File: src/rtl/if_fetch_ctrl.sv
// if_fetch_ctrl: instruction-fetch sequencer.
//   Owns the PC and issues sequential word reads to a 1-cycle synchronous
//   instruction memory. Returned words are buffered in a 2-entry FIFO that
//   feeds decode over a valid/ready handshake. Branch redirects squash
//   everything buffered or in flight. A program loader can take over the
//   memory port at any time and has priority over fetch.
// Ports:
//   clk, rst_n                 clock, async active-low reset
//   redirect_valid/_pc         redirect pulse and byte target
//   ld_we/ld_addr/ld_wdata     loader write request (passed straight to memory)
//   imem_req/we/addr/wdata     memory command; imem_rdata returns a cycle after imem_req
//   if_valid/if_instr/if_pc    decode-side output, registered from the FIFO head
//   if_ready                   decode accept
//   fetch_fault                sticky bad-redirect flag, cleared by a load session
module if_fetch_ctrl #(
  parameter logic [31:0] RESET_PC    = 32'h0000_0000,
  parameter int unsigned DEPTH_WORDS = 1024
) (
  input  logic        clk,
  input  logic        rst_n,
  input  logic        redirect_valid,
  input  logic [31:0] redirect_pc,
  input  logic        ld_we,
  input  logic [31:0] ld_addr,
  input  logic [31:0] ld_wdata,
  output logic        imem_req,
  output logic        imem_we,
  output logic [31:0] imem_addr,
  output logic [31:0] imem_wdata,
  input  logic [31:0] imem_rdata,
  output logic        if_valid,
  output logic [31:0] if_instr,
  output logic [31:0] if_pc,
  input  logic        if_ready,
  output logic        fetch_fault
);

  typedef enum logic [1:0] {RUN, LOAD, FAULT} state_t;
  typedef struct packed {
    logic [31:0] pc;
    logic [31:0] instr;
  } entry_t;

  state_t       state;
  logic [31:0]  pc;
  logic         inflight;     // a read was issued last cycle; its data is on imem_rdata now
  logic [31:0]  inflight_pc;
  entry_t [1:0] fifo;
  logic         rd_ptr, wr_ptr;
  logic [1:0]   count;

  logic       pop, issue, bad_target;
  logic [2:0] committed;

  assign if_valid = (count != 2'd0);
  assign if_instr = fifo[rd_ptr].instr;
  assign if_pc    = fifo[rd_ptr].pc;

  assign pop = if_valid & if_ready;

  // Slots already spoken for once this cycle's pop is taken into account.
  // pop implies count >= 1, so this never underflows.
  assign committed = {1'b0, count} + {2'b00, inflight} - {2'b00, pop};

  // rst_n gates the combinational command outputs so nothing reaches memory
  // while reset is asserted, even with ld_we or a stale state.
  assign issue = rst_n & (state == RUN) & !redirect_valid & !ld_we & (committed < 3'd2);

  assign bad_target = (redirect_pc[1:0] != 2'b00) || ((redirect_pc >> 2) >= DEPTH_WORDS);

  assign imem_req   = issue;
  assign imem_we    = rst_n & ld_we;
  assign imem_addr  = imem_we ? ld_addr : (issue ? pc : 32'h0);
  assign imem_wdata = imem_we ? ld_wdata : 32'h0;

  always_ff @(posedge clk or negedge rst_n) begin
    if (!rst_n) begin
      state       <= RUN;
      pc          <= RESET_PC;
      inflight    <= 1'b0;
      inflight_pc <= '0;
      fifo        <= '0;
      rd_ptr      <= 1'b0;
      wr_ptr      <= 1'b0;
      count       <= 2'd0;
      fetch_fault <= 1'b0;
    end else if (ld_we) begin
      // Loader owns the port: drop everything buffered or in flight.
      state       <= LOAD;
      inflight    <= 1'b0;
      rd_ptr      <= 1'b0;
      wr_ptr      <= 1'b0;
      count       <= 2'd0;
      fetch_fault <= 1'b0;
    end else begin
      unique case (state)
        LOAD: begin
          state <= RUN;
          pc    <= RESET_PC;
        end
        FAULT: ;
        RUN: begin
          if (redirect_valid) begin
            // Squash: the response arriving this cycle is not written.
            inflight <= 1'b0;
            rd_ptr   <= 1'b0;
            wr_ptr   <= 1'b0;
            count    <= 2'd0;
            if (bad_target) begin
              state       <= FAULT;
              fetch_fault <= 1'b1;
            end else begin
              pc <= redirect_pc;
            end
          end else begin
            inflight    <= issue;
            inflight_pc <= pc;
            if (issue) pc <= pc + 32'd4;
            if (inflight) begin
              fifo[wr_ptr] <= {inflight_pc, imem_rdata};
              wr_ptr       <= ~wr_ptr;
            end
            if (pop) rd_ptr <= ~rd_ptr;
            count <= count + {1'b0, inflight} - {1'b0, pop};
          end
        end
        default: state <= RUN;
      endcase
    end
  end

endmodule
File: config.mk
export PLATFORM = sky130hd
export DESIGN_NAME = if_fetch_ctrl
export DESIGN_NICKNAME = d
export VERILOG_FILES = /design/src/rtl/if_fetch_ctrl.sv
export SDC_FILE = /design/constraint.sdc
export NUM_CORES = 1
export LEC_CHECK = 0
export BUFFER_PORTS_ARGS = -buffer_cell sky130_fd_sc_hd__buf_2
export CAP_MARGIN = 10
export CORE_MARGIN = 5
export CORE_UTILIZATION = 35
export DETAILED_ROUTE_END_ITERATION = 10
export GPL_TIMING_DRIVEN = 0
export SETUP_SLACK_MARGIN = 0.5
export SYNTH_ARGS = -nofsm -noshare
export SYNTH_HDL_FRONTEND = slang
export SYNTH_SLANG_ARGS = --single-unit
File: constraint.sdc
create_clock -name clk -period 4.4 [get_ports clk]
set_clock_uncertainty 0.2 [all_clocks]
set_input_delay 0.22 -clock clk [delete_from_list [all_inputs] [get_ports clk]]
set_output_delay 0.22 -clock clk [all_outputs]
set_load 0.005 [all_outputs]
[Yosys cells after proc, flatten, opt, wreduce, memory -nomap -nowiden]
Index checks and enable logic that the tools add are counted.
Word-level totals
  register bits: 200
  input port bits: 133
  output and inout bits: 132
  logic and storage cells: 93
Operators by class
  $add $sub $neg: 5
  order comparisons: 5
  equal/unequal tests: 7
  multiplexer cells: 34
  bitwise gates (word level): 10
  reduce and logical (&&, ||, !) cells: 20
Operator list (count)
  2-to-1 mux 32 bit: 6
  2-to-1 mux 64 bit: 3
  bitwise mux 128 bit: 1
  demux 64 bit (select 1 bit): 1
  case mux 32 bit (2 select lines): 1
  adder 32 x 3 -> 32 bit (second input constant): 1
  >= comparator 30 x 11 -> 1 bit (second input constant): 1
  2-to-1 mux 1 bit: 15
  2-to-1 mux 2 bit: 6
  != test 3 bit (second input constant): 4
  nonzero test 2 bit: 6
  AND reduction 3 bit: 3
  AND reduction 4 bit: 2
  bitwise AND 1 bit: 6
  nonzero test 3 bit: 2
  < comparator 1 x 2 -> 1 bit (second input constant): 2
  inverter 1 bit: 4
  case mux 2 bit (2 select lines): 1
  AND reduction 2 bit: 2
  adder 2 x 1 -> 3 bit: 1
  < comparator 3 x 2 -> 1 bit (second input constant): 1
  subtractor 3 x 1 -> 3 bit: 1
  adder 2 x 1 -> 2 bit: 1
  == test 2 x 1 -> 1 bit (second input constant): 1
  other kinds (8): 9

[Depth between registers and ports, before layout]
  depth after elaboration: 8
  depth in mapped cells: 14
  mapped depth without buffers: 13

[Least setup slack after synthesis]
OpenSTA, ideal clock, no wires.
  path kind: reg-to-output
  start: register count[1]
  end: output port imem_addr[18]
  data arrival time: 2719 ps
  required time: 3980 ps
  slack: 1261 ps
  stages on the path, launching flop included: 14
  buffers on the path: 2
  cell sequence: dfrtp_1 o21ai_0 inv_1 ha_1 inv_1 ha_1 inv_1 fa_1 nand2_1 or3_4 clkinv_2 buf_2 buf_2 a22o_1
On the way
  longest elaborated chain between the ends: 7
  elaborated cells between the ends (all ways): 8
  those cells by class: add/sub (2); order compare (1); mux (2); bitwise (2); reduce/logical (1)
RTL lines
  from (decl): RTL line 50  | logic [1:0] count;
  from (signal assigned): RTL line 124  | count <= count + {1'b0, inflight} - {1'b0, pop};
  branches (longest 2 deep; another with adder 2 x 1 -> 3 bit)
  subtractor 3 x 1 -> 3 bit *: RTL line 63  | assign committed = {1'b0, count} + {2'b00, inflight} - {2'b00, pop};
  < comparator 3 x 2 -> 1 bit *: RTL line 67  | assign issue = rst_n & (state == RUN) & !redirect_valid & !ld_we & (committed < 3'd2);
  bitwise AND 1 bit *: RTL line 67
  via imem_req: RTL line 26  | output logic imem_req,
  2-to-1 mux 32 bit * (2 in a row): RTL line 73  | assign imem_addr = imem_we ? ld_addr : (issue ? pc : 32'h0);
  to (decl): RTL line 28  | output logic [31:0] imem_addr,
Mark *: on every way through the listed nets, which the timed path passes.

[Worst setup path in the final report]
  start: register count[1]
  end: output port imem_addr[18]
On the way
  longest elaborated chain between the ends: 7
  elaborated cells between the ends (all ways): 8
  those cells by class: add/sub (2); order compare (1); mux (2); bitwise (2); reduce/logical (1)
RTL lines (RTL line)
  branches (longest 2 deep; another with adder 2 x 1 -> 3 bit)
  subtractor 3 x 1 -> 3 bit *: 63
  < comparator 3 x 2 -> 1 bit *: 67
  bitwise AND 1 bit *: 67
  2-to-1 mux 32 bit * (2 in a row): 73
Mark *: on every way between the ends.

==> impl_summary.md <==
Floorplanning
The die covers just over 0.03 sq mm. The initial cell density of the core is 0.3568. The floorplan step defined a core boundary enclosing around 0.027 sq mm.

The die is roughly 180 microns tall. The number of rows in the core area is 60. During I/O placement, the number of pins put on the boundary was roughly 270.

The die width is between 150 and 200 microns.

Placed design
At the placement stage, the worst setup path has a slack of approximately 0.57 ns. The placer congestion estimate is between 0.8 and 0.9. The count of port buffers added during placement is between 200 and 300. Once placement completed, the tool counted placed cells totaling approximately 1.5k.

Detailed placement ended at an HPWL of ~20000 microns. The placed standard-cell area is approximately 0.011 sq mm.

Synthesis
The most used flip-flop cell after synthesis is sky130_fd_sc_hd__dfrtp_1. The post-synthesis register bit count is 200. Yosys mapped a number of flops with a built-in enable equal to 0.

In the post-synthesis netlist, the biggest area contributors are sky130_fd_sc_hd__dfrtp_1 (52%), sky130_fd_sc_hd__mux2_2 (22%), sky130_fd_sc_hd__nand2_1 (5.1%). The largest area contributor in the synthesized netlist is sky130_fd_sc_hd__dfrtp_1. Of the post-synthesis cell area, the dominant cell type holds 0.5175. The count of unique library cells instantiated by Yosys is 55.

The share of synthesized area occupied by flip-flops and latches is 0.5175. The net count of the mapped netlist is approximately 1000. In the synthesized netlist, the number of instances is roughly 850.

The post-synthesis average cell area is 11.34 sq um. The number of warning messages in the yosys log is 0. After synthesis the cells add up to around 0.0097 sq mm. The share of flip-flops with an asynchronous set or reset after synthesis is 1.000.

Worst setup path
The worst setup path is captured at a primary output. The nature of the critical path startpoint is a register. Grouping stages by cell kind, the critical path spends the most delay in adder cells. The largest single stage delay on the critical path is 0.50 ns. The data required time of the critical path is about 4.0 ns. Traced cell by cell, the critical path runs through o21ai_4, inv_1, ha_1, inv_1, ha_1, inv_1, fa_1, nand2_1, or3_4, inv_6, buf_6, buf_8, a22o_1, buf_2. The largest individual stage delay along the critical path comes from the cell sky130_fd_sc_hd__fa_1. The arrival time at the worst endpoint is roughly 3.3 ns. The worst setup path is of the reg -> out kind. The combined buffer and inverter count along the critical path is 7. The cell occurring most often along the worst timing path is sky130_fd_sc_hd__inv_1.

The biggest fanout along the worst timing path is 10.

Clocking
The post-CTS clock slew at the launch and capture registers of the worst setup and hold paths is ~0.070 ns. TritonCTS built the clock tree. The number of clock buffers inserted by TritonCTS is 17.

The level count of the clock H-tree is 4. The clock sink count is 200. At the later pin of the worst-skew pair, clock insertion delay measures around 0.43 ns.

Clock tree synthesis selected as its root buffer the cell sky130_fd_sc_hd__clkbuf_16. The maximum number of buffers from clock root to sink is 2.

STA
The worst slack on hold paths is around 0.033 ns. The transition time of the tightest slew-check pin is about 1.1 ns. The number of setup violations in the final report is 0.

Static timing analysis puts the maximum clock frequency at approximately 270 MHz. The final count of hold timing violations is 0. Subtracting the final worst setup slack from the clock period gives 3.729 ns. The smallest setup slack after layout is approximately 0.67 ns. The final number of max-transition violations was 0. The max-slew headroom at the worst pin is 0.2895. Setup repair after global routing left no endpoint under its margin. The accumulated negative setup slack is 0 ns. Of the available clock period, the critical path in the final layout requires 0.8474.

Global route
The number of antenna violations at the first check in global routing is 0. Entering global routing, the biggest net connects ~110 pins. The first global-routing pass estimated about 45000 microns of wire. The total overflow left after global routing is 0. The via count of the first global-routing pass came to 8170. In the global route stage, overall resource usage came out at 0.1799.

Route
Dividing the detail-routed wire length by the instance count gives about 18 microns. In this run, the number of DRC markers left after iteration 0 of detailed routing was 489. In the detailed route, the total length drawn on met2 is approximately 13000 microns. The remaining number of nets flagged by the antenna check after routing is 0. The total via count in the routed design is between 7k and 8k. Summed over all nets, wire length on met3 after detailed routing comes to around 1400 microns. Dividing the detail-routed via count by the number of cells gives between 5 and 6.

The number of remaining DRC errors is 0. The routed metal-1 wirelength is roughly 13000 microns. The first-pass detailed-route iteration total is 4. The final routed wirelength across all metal layers is 27900 microns. Signal routing reaches up to met4.

Run
The max-cap violation count is 0.

Run status
The flow ran to the end, and the final reports show no timing, DRC or antenna violations.

Layout
The number of fill cells in the layout is 2568. Leaving out fill and tap cells, the most frequent cells in the layout are sky130_fd_sc_hd__buf_2 (271), sky130_fd_sc_hd__dfrtp_1 (199), sky130_fd_sc_hd__mux2_2 (192), sky130_fd_sc_hd__nand2_1 (132). The utilization after layout is 0.4670.

The diode insertion count for antenna repair is 0. After routing the design area is around 0.013 sq mm. The area growth from synthesis to layout is 30.87%. The finished layout holds ~1.6k standard cells, fillers aside. The library cell used most frequently in the layout, excluding fill and tap cells, is sky130_fd_sc_hd__buf_2.

The final net count is approximately 1.3k. The share of post-route cells with drive strength above 1 is 0.4320.

Power and ir drop
The maximum VDD drop is around 0.27 mV. The cell leakage power is between 6 and 7 nW. Total power for the finished layout comes to just over 4 mW.

Power spread over the standard cell area amounts to 320.5 mW/mm^2.

Hold path
In this run the worst hold path is classified as in -> reg.
[synthesized netlist by cell type, types with 3 or more instances]
| master | instances |
|---|---|
| sky130_fd_sc_hd__inv_1 | 6 |
| sky130_fd_sc_hd__nand3_1 | 16 |
| sky130_fd_sc_hd__nor3_1 | 12 |
| sky130_fd_sc_hd__o21ai_0 | 31 |
| sky130_fd_sc_hd__clkbuf_1 | 46 |
| sky130_fd_sc_hd__nor2_1 | 21 |
| sky130_fd_sc_hd__buf_1 | 4 |
| sky130_fd_sc_hd__nand2_1 | 132 |
| sky130_fd_sc_hd__ha_1 | 3 |
| sky130_fd_sc_hd__a22oi_1 | 3 |
| sky130_fd_sc_hd__or4_1 | 3 |
| sky130_fd_sc_hd__a31oi_1 | 10 |
| sky130_fd_sc_hd__nand4_1 | 6 |
| sky130_fd_sc_hd__buf_6 | 3 |
| sky130_fd_sc_hd__buf_2 | 13 |
| sky130_fd_sc_hd__a211o_1 | 7 |
| sky130_fd_sc_hd__and4_1 | 5 |
| sky130_fd_sc_hd__o211a_1 | 3 |
| sky130_fd_sc_hd__or2_2 | 3 |
| sky130_fd_sc_hd__nor4_1 | 10 |
| sky130_fd_sc_hd__mux2_2 | 192 |
| sky130_fd_sc_hd__a21oi_1 | 18 |
| sky130_fd_sc_hd__dfrtp_1 | 200 |
| sky130_fd_sc_hd__and3_1 | 38 |
| sky130_fd_sc_hd__a22o_1 | 25 |
| sky130_fd_sc_hd__a41oi_1 | 6 |
[cells by family (layout without fill, tap and decap cells)]
| logic type | Yosys count | after routing | share of synthesized area |
|---|---|---|---|
| flip-flops | 200 | 200 | 0.5175 |
| multiplexers | 193 | 193 | 0.2246 |
| XOR/XNOR | 1 | 1 | 0.0009058 |
| AND/OR/NAND/NOR | 258 | 258 | 0.1278 |
| adder cells (fa/ha/maj) | 4 | 4 | 0.005952 |
| AO/OA/AOI/OAI | 123 | 123 | 0.08992 |
| buffers and inverters | 74 | 420 | 0.03325 |
[cell type report]
class / count / area (sq um) / share of cell area
buffer: 67 / 322.8 / 0.02551
clock buffer: 19 / 442.9 / 0.03500
clock inverter: 13 / 165.2 / 0.01305
inverter: 7 / 31.28 / 0.002472
multi-input combinational: 579 / 4355 / 0.3441
sequential: 200 / 5006 / 0.3956
tap: 372 / 465.4 / 0.03678
timing repair buffer: 314 / 1867 / 0.1475
[per-layer routing]
layer,up-vias,global-route usage
li1,3747,-
met1,3816,0.2397
met2,261,0.3028
met3,34,0.02934
met4,0,0.05393
met5,-,0
[report_power, final]
part           total (mW)  internal, mW  switching (mW)
clock network        1.62         0.919           0.705
registers            1.95          1.91          0.0377
logic               0.483         0.249           0.235
total                4.06          3.08           0.977
[tightest hold or removal path, cell delays in order]
cell and delay, ns:
sky130_fd_sc_hd__buf_6 0.12, sky130_fd_sc_hd__a31o_4 0.16, sky130_fd_sc_hd__o221ai_1 0.10
[state kept, by name (all words and copies together) (netlist names)]
register     count
fifo           128
inflight_pc     32
pc              32
count            2
state            2
fetch_fault      1
inflight         1
rd_ptr           1
wr_ptr           1
[path summary, 6_finish.rpt]
kind                                             start                     endpoint  slack (ns)  cells after the start
setup / recovery                  count[1]$_DFFE_PN0P_                imem_addr[18]        0.67                     14
hold / removal                          redirect_valid           pc[11]$_DFFE_PN0P_        0.03                      3
setup reg to reg                  count[1]$_DFFE_PN0P_            pc[8]$_DFFE_PN0P_        0.82                     14
hold reg to reg            inflight_pc[25]$_DFFE_PN0P_  inflight_pc[25]$_DFFE_PN0P_        0.30                      2
max in group asynchronous                        rst_n         count[1]$_DFFE_PN0P_        3.30                      3
min in group asynchronous                        rst_n         fifo[91]$_DFFE_PN0P_        0.21                      3
[repair_timing]
| action | CTS | global route |
|---|---|---|
| setup endpoints to repair | 26 | 30 |
| buffers inserted | 0 | 2 |
| gates resized for setup | 8 | 7 |
| hold buffers | 48 | 0 |
| pin swaps | 0 | 0 |
| endpoints found under the hold margin | 177 | 0 |
Note: power is estimated with default switching activity, not from simulation.
